## src/rtl/diagonal_move_serializer.sv

```systemverilog
// rtl/diagonal_move_serializer.sv - walks diagonal sliders and emits one (from, to, capture) move per handshake
module diagonal_move_serializer #(
   parameter int COUNT_W = 8
) (
   input  logic               clk,
   input  logic               reset,
   input  logic               start,
   input  logic [63:0]        pieces,
   input  logic [63:0]        own,
   input  logic [63:0]        occupied,
   output logic [2:0]         atk_file,
   output logic [2:0]         atk_rank,
   output logic [63:0]        atk_occupied,
   input  logic [63:0]        attack_in,
   output logic               busy,
   output logic               move_valid,
   input  logic               move_ready,
   output logic [5:0]         move_from,
   output logic [5:0]         move_to,
   output logic               move_capture,
   output logic               done,
   output logic [COUNT_W-1:0] move_count
);

   typedef enum logic [2:0] {
      S_IDLE,
      S_SELECT,
      S_ATTACK,
      S_EMIT,
      S_DONE
   } state_t;

   state_t      state;
   logic [63:0] pieces_r;
   logic [63:0] own_r;
   logic [63:0] targets_r;
   logic [5:0]  sel_sq;

   // Index of the lowest set bit; 0 for an empty board.
   function automatic logic [5:0] lowest_bit(input logic [63:0] v);
      logic [5:0] idx;
      idx = '0;
      for (int i = 63; i >= 0; i--) begin
         if (v[i]) idx = 6'(i);
      end
      return idx;
   endfunction

   // Next slider square and the current move target, both from registered bitboards.
   always_comb begin
      sel_sq       = lowest_bit(pieces_r);
      move_to      = lowest_bit(targets_r);
      move_capture = atk_occupied[move_to];
      move_valid   = (state == S_EMIT) && (targets_r != '0);
   end

   // Scan state machine: one slider at a time, one target per accepted handshake.
   always_ff @(posedge clk) begin
      if (reset) begin
         state        <= S_IDLE;
         busy         <= 1'b0;
         done         <= 1'b0;
         atk_file     <= '0;
         atk_rank     <= '0;
         atk_occupied <= '0;
         move_from    <= '0;
         move_count   <= '0;
         pieces_r     <= '0;
         own_r        <= '0;
         targets_r    <= '0;
      end else begin
         case (state)
            S_IDLE: begin
               done <= 1'b0;
               if (start) begin
                  pieces_r     <= pieces;
                  own_r        <= own;
                  atk_occupied <= occupied;
                  move_count   <= '0;
                  busy         <= 1'b1;
                  state        <= S_SELECT;
               end
            end
            S_SELECT: begin
               if (pieces_r == '0) begin
                  done  <= 1'b1;
                  state <= S_DONE;
               end else begin
                  atk_file <= sel_sq[2:0];
                  atk_rank <= sel_sq[5:3];
                  pieces_r <= pieces_r & (pieces_r - 64'd1);
                  state    <= S_ATTACK;
               end
            end
            S_ATTACK: begin
               // attack_in now reflects the registered file/rank/occupancy.
               targets_r <= attack_in & ~own_r;
               move_from <= {atk_rank, atk_file};
               state     <= S_EMIT;
            end
            S_EMIT: begin
               if (targets_r == '0) begin
                  state <= S_SELECT;
               end else if (move_ready) begin
                  targets_r <= targets_r & (targets_r - 64'd1);
                  if (move_count != '1) move_count <= move_count + 1'b1;
               end
            end
            S_DONE: begin
               done  <= 1'b0;
               busy  <= 1'b0;
               state <= S_IDLE;
            end
            default: begin
               state <= S_IDLE;
            end
         endcase
      end
   end

endmodule

```

## config.mk

```make
export PLATFORM = sky130hd
export DESIGN_NAME = diagonal_move_serializer
export DESIGN_NICKNAME = d
export VERILOG_FILES = /design/src/rtl/diagonal_move_serializer.sv
export SDC_FILE = /design/constraint.sdc
export NUM_CORES = 1
export LEC_CHECK = 0
export ABC_CLOCK_PERIOD_IN_PS = 7250
export CAP_MARGIN = 20
export CORE_MARGIN = 5
export CORE_UTILIZATION = 50
export DETAILED_ROUTE_END_ITERATION = 8
export PLACE_DENSITY = 0.81
export SYNTH_ARGS = -nofsm -noshare
export SYNTH_HDL_FRONTEND = slang
export SYNTH_SLANG_ARGS = --single-unit
export TNS_END_PERCENT = 100
```

## constraint.sdc

```tcl
create_clock -name clk -period 7.25 [get_ports clk]
set_clock_uncertainty 0.15 [all_clocks]
set_input_delay 1.8125 -clock clk [delete_from_list [all_inputs] [get_ports clk]]
set_output_delay 1.8125 -clock clk [all_outputs]
set_load 0.01 [all_outputs]
```

Word-level counts from Yosys, hierarchy flattened. Cells that the tools add are included.

Add/subtract/negate cells: 3. Order comparisons: 1. Eq/ne operators: 12. Multiplexer cells: 149. Bitwise gates (word level): 5. Reduce and logical (&&, ||, !) cells: 19.

Operators by type and width (count): 2-to-1 mux 6 bit (128); 2-to-1 mux 64 bit (4); case mux 64 bit (2 select lines) (2); AND 64 bit (3); logical NOT 64 bit (2); subtractor 64 x 1 -> 64 bit (second input constant) (2); NOT 64 bit (1); nonzero test 64 bit (1); 2-to-1 mux 8 bit (4); case mux 8 bit (2 select lines) (1); case mux 3 bit (4 select lines) (1); inequality test 2 bit (second input constant) (5); AND reduction 2 bit (5); nonzero test 2 bit (5); 2-to-1 mux 3 bit (3); adder 8 x 1 -> 8 bit (second input constant) (1); inequality test 8 bit (second input constant) (1); less-than comparator 6 x 7 -> 1 bit (second input constant) (1); binary-select mux 1 bit (select 6 bit) (1); equality test 3 x 2 -> 1 bit (second input constant) (2); AND reduction 3 bit (2); AND reduction 5 bit (1); inequality test 2 x 1 -> 1 bit (second input constant) (2); case mux 1 bit (2 select lines) (2); 7 further kinds (9).

Bits in registers: 281. Input port bits: 260. Output and inout port bits: 94. Word-level logic and storage cells: 200.

Longest topological paths before layout.
Depth in word-level cells: 66. Gate-level depth with buffers: 14. Mapped depth without buffers: 12.

Worst setup path after synthesis. Ideal clock, no wire load.

Kind: reg2out. Start: register targets_r[36]. End: output port move_capture. Data arrival time: 2757 ps. Data required time: 5287 ps. Setup slack: 2530 ps. Stages on the path, launching flop included: 13. Buffers on the path: 1. Cell sequence: dfxtp_1 -> buf_6 -> or4_4 -> nor4_4 -> o21ai_2 -> a31oi_4 -> nand3_2 -> a41oi_2 -> o211ai_1 -> a221o_1 -> a41oi_1 -> nor4_1 -> a31o_1.

Word-level cells in the longest chain between the ends: 39.

RTL lines: start: declaration (line 36) `logic [63:0] targets_r;`; start signal: assignment (line 97) `targets_r <= attack_in & ~own_r;`; start signal: assignment (line 105) `targets_r <= targets_r & (targets_r - 64'd1);`; 2-to-1 mux 6 bit (37 in a row) (line 44) `if (v[i]) idx = 6'(i);`; named net move_to[4] (line 19) `output logic [5:0] move_to,`; binary-select mux 1 bit (select 6 bit) (line 53) `move_capture = atk_occupied[move_to];`; 2-to-1 mux 1 bit (implied by the code) (line 53); end: declaration (line 20) `output logic move_capture,`.

The timed path passes the listed nets, and every way through them passes these cells. The select of a mux whose other input is x is not followed.

Worst setup path after layout.
Start: register targets_r[59]. End: output port move_capture.

Word-level cells in the longest chain between the ends: 62.

RTL lines (line): 2-to-1 mux 6 bit (60 in a row) (44); binary-select mux 1 bit (select 6 bit) (53); 2-to-1 mux 1 bit (implied by the code) (53).

No other way between the ends. The select of a mux whose other input is x is not followed.

==> run metrics <==
Detailed Route WL=approximately 52 mm; clk root buf=clkbuf_16; Synth Register Bits=281; Hold Path End=own_r[24]; Die Y=177 um; routed vias/inst=5.97; endpoint class of the critical path=output port; top cells by area, synth=dfxtp_1 40%, a21oi_1 11%, nand2_1 10%; Yosys top cell area share=0.401; Syn Area/Cell=7.40 um^2; Final setup viols=0; startpoint type of the worst setup path=flop; Crit. Startpoint=targets_r[59]; first-pass GRT wire length=80.6 mm; GRT Overall Usage=0.315; cells after synthesis=1,895; Core Rows=61; initial antenna violation count=4; Core ar.=27,700 um^2; EDFF count, synth=0; Buffers on Ports=353; Peak supply drop=between 150 and 200 uV; vias in the first global route=around 15k; Achievable Freq=150 MHz; worst-margin pin slew=1.07 ns; nets@finish=approximately 2.4k; largest stage delay on the critical path=roughly 0.54 ns; slew margin rel.=0.286; CTS tree=yes; Hold Path Origin=own_r[24]; crit path DAT=4.68 ns; PwrDens=roughly 250 nW/um^2; drt wl/cell=~20 um; Post-DP HPWL=38.4 mm; DIE AREA=31,500 um^2; clk_lat worst skew=0.56 ns; Fin. Hold Viols=0; DRT antenna net count=0; Syn Nets=2,156; cell taking the most area after synthesis=dfxtp_1; GR Overflow Total=0; Power Total=4.75 mW; RePlAce Congestion=0.954; slowest stage cell, crit path=a2111oi_0; Worst EP required=5.29 ns; Fill cells=2,369; FFs w/ async S/R, synth=0; clk buf depth=3; leakage power=6.76 nW; total of max-cap violations=0; sequential area share after synthesis=0.401; die width=approximately 180 um; H-tree levels=1; Tightest Hold Check Type=reg -> reg; crit path kind=reg -> out; largest net degree at the start of global routing=157; CTS Buf Count=30; hold-critical path depth=2; Synth warnings=0; Post-synth top flop=dfxtp_1; Crit Reg-Reg Endpoint=pieces_r[51]; reg2reg path depth=11; io pins=354; Layout area overhead=34.0%; fin crit share=0.917; Cell Area, Synth=14,000 um^2; DR DRC count=0; clk sinks=about 280; RSZ-0062 raised after global routing=false; Detailed Routing Iterations Pass 1=6; synth unique cells=just under 90; Initial Utilization=0.506; # Post-CTS Setup Buffers=0; Reg2Reg Setup Slack=3.15 ns; initial DRC count=1,625; Crit Reg-Reg Startpoint=pieces_r[56]; Fin Setup TNS=0 ns; ratio of cells with drive above 1 in the final layout=0.0507; Period minus WS final=6.65 ns; crit-path cells=nor2_1 -> a2111oi_0 -> o221ai_1 -> a41oi_1 -> o21ai_1 -> inv_2 -> mux2_1 -> a32oi_1 -> nand4_1 -> a41oi_1 -> nor4_1 -> a31o_1 -> clkdlybuf4s50_1; hold-fix buffer count after cts=0; outcome=completed; Clk pin slew, worst setup/hold paths=0.06 ns; CTS resizes=0; Max FO, Critical Path=14; cell mode on critical path=a41oi_1; Final Max Tran Viols=0; via count=15.5k
[synth_stat cells, drive strengths merged, types with 5 or more instances]
cell / instances
o22ai: 6
nor3: 54
nor2b: 5
nor4: 52
clkbuf: 93
a21o: 15
a22oi: 28
a21oi: 297
nor2: 199
nor4b: 5
nand3: 23
o21a: 6
or3: 10
and3: 10
a21boi: 6
buf: 13
mux2i: 5
mux2: 8
nand2b: 9
or4: 14
inv: 42
nor3b: 22
nand2: 374
dfxtp: 281
o21ai: 101
or2: 13
o2111ai: 5
nand4: 9
o211ai: 13
and2: 14
o31ai: 18
a41oi: 8
a31oi: 32
o21bai: 8
a211oi: 8
nand3b: 43
[final cells by class]
type,instances,area (um^2),area share
multi-input cells,1465,7810,0.416
flip-flops and latches,281,5630,0.299
repair buffers,366,3660,0.195
clock buffers,41,893,0.0476
well taps,378,473,0.0252
inverters,43,161,0.00859
clock inverters,13,153,0.00813
diodes,4,10.0,0.000533
[flip-flops by register name (all words and copies together), names as in the netlist, 6 cells and up]
register	cells
pieces_r	64
move_from	6
own_r	64
atk_occupied	64
move_count	8
targets_r	64
[metal layers]
layer | wire [um] | vias to the layer above | global-route usage
met5 | 0 | - | 0
met4 | 1380 | 0 | 0.0947
met3 | 3920 | 103 | 0.0526
met2 | 25400 | 703 | 0.536
met1 | 21500 | 7318 | 0.412
li1 | - | 7340 | -
[worst max-delay path by stage]
stage	to	slack, ns
5_1_grt	move_capture	0.50
6_report	move_capture	0.60
4_1_cts	move_capture	0.73
3_5_place_dp	move_capture	1.37
3_3_place_gp	move_capture	1.39
2_1_floorplan	move_capture	2.53
[worst max-delay path, delay by kind of cell, from the launching register on]
family,cells,cell delay (ns)
buffers and inverters,2,0.91
muxes,1,0.36
and+or+nand+nor,3,0.29
DFF,1,0.47
AOI/OAI and AO/OA,7,2.10
[cells by family after synthesis]
logic type	synth area share
simple gates	0.289
compound gates	0.251
flops	0.401
buf+inv	0.0434
mux	0.00999
xor+xnor	0.00437
fa+ha+maj	0.000892
[report_power, final]
group,internal [mW],switching (mW),leakage (nW)
Combinational,0.581,0.796,3.94
Clock,0.964,0.652,0.516
Sequential,1.64,0.115,2.30
Total,3.18,1.56,6.76
[metrics by stage]
step                      instances  utilization  hold WS, ns  setup slack (ns)  instance area (um^2)
after global routing           2591        0.678        0.314             0.501                 18800
after floorplan                1895            -        0.281              2.53                 14000
after CTS                      2587        0.678        0.300             0.730                 18800
after detailed placement       2533        0.640        0.291              1.37                 17700
after global placement         2533        0.640        0.287              1.39                 17700
final                          2591        0.678        0.299             0.603                 18800
[cell usage in the layout, fill, tap and decap left out, drive strengths merged, types with 43 or more instances in the layout]
cell	netlist	final
nand2	374	374
clkdlybuf4s50	0	352
a21oi	297	297
dfxtp	281	281
nor2	199	199
o21ai	101	101
nor3	54	54
nor4	52	52
nand3b	43	43
Power figures use the tool's default switching activity.
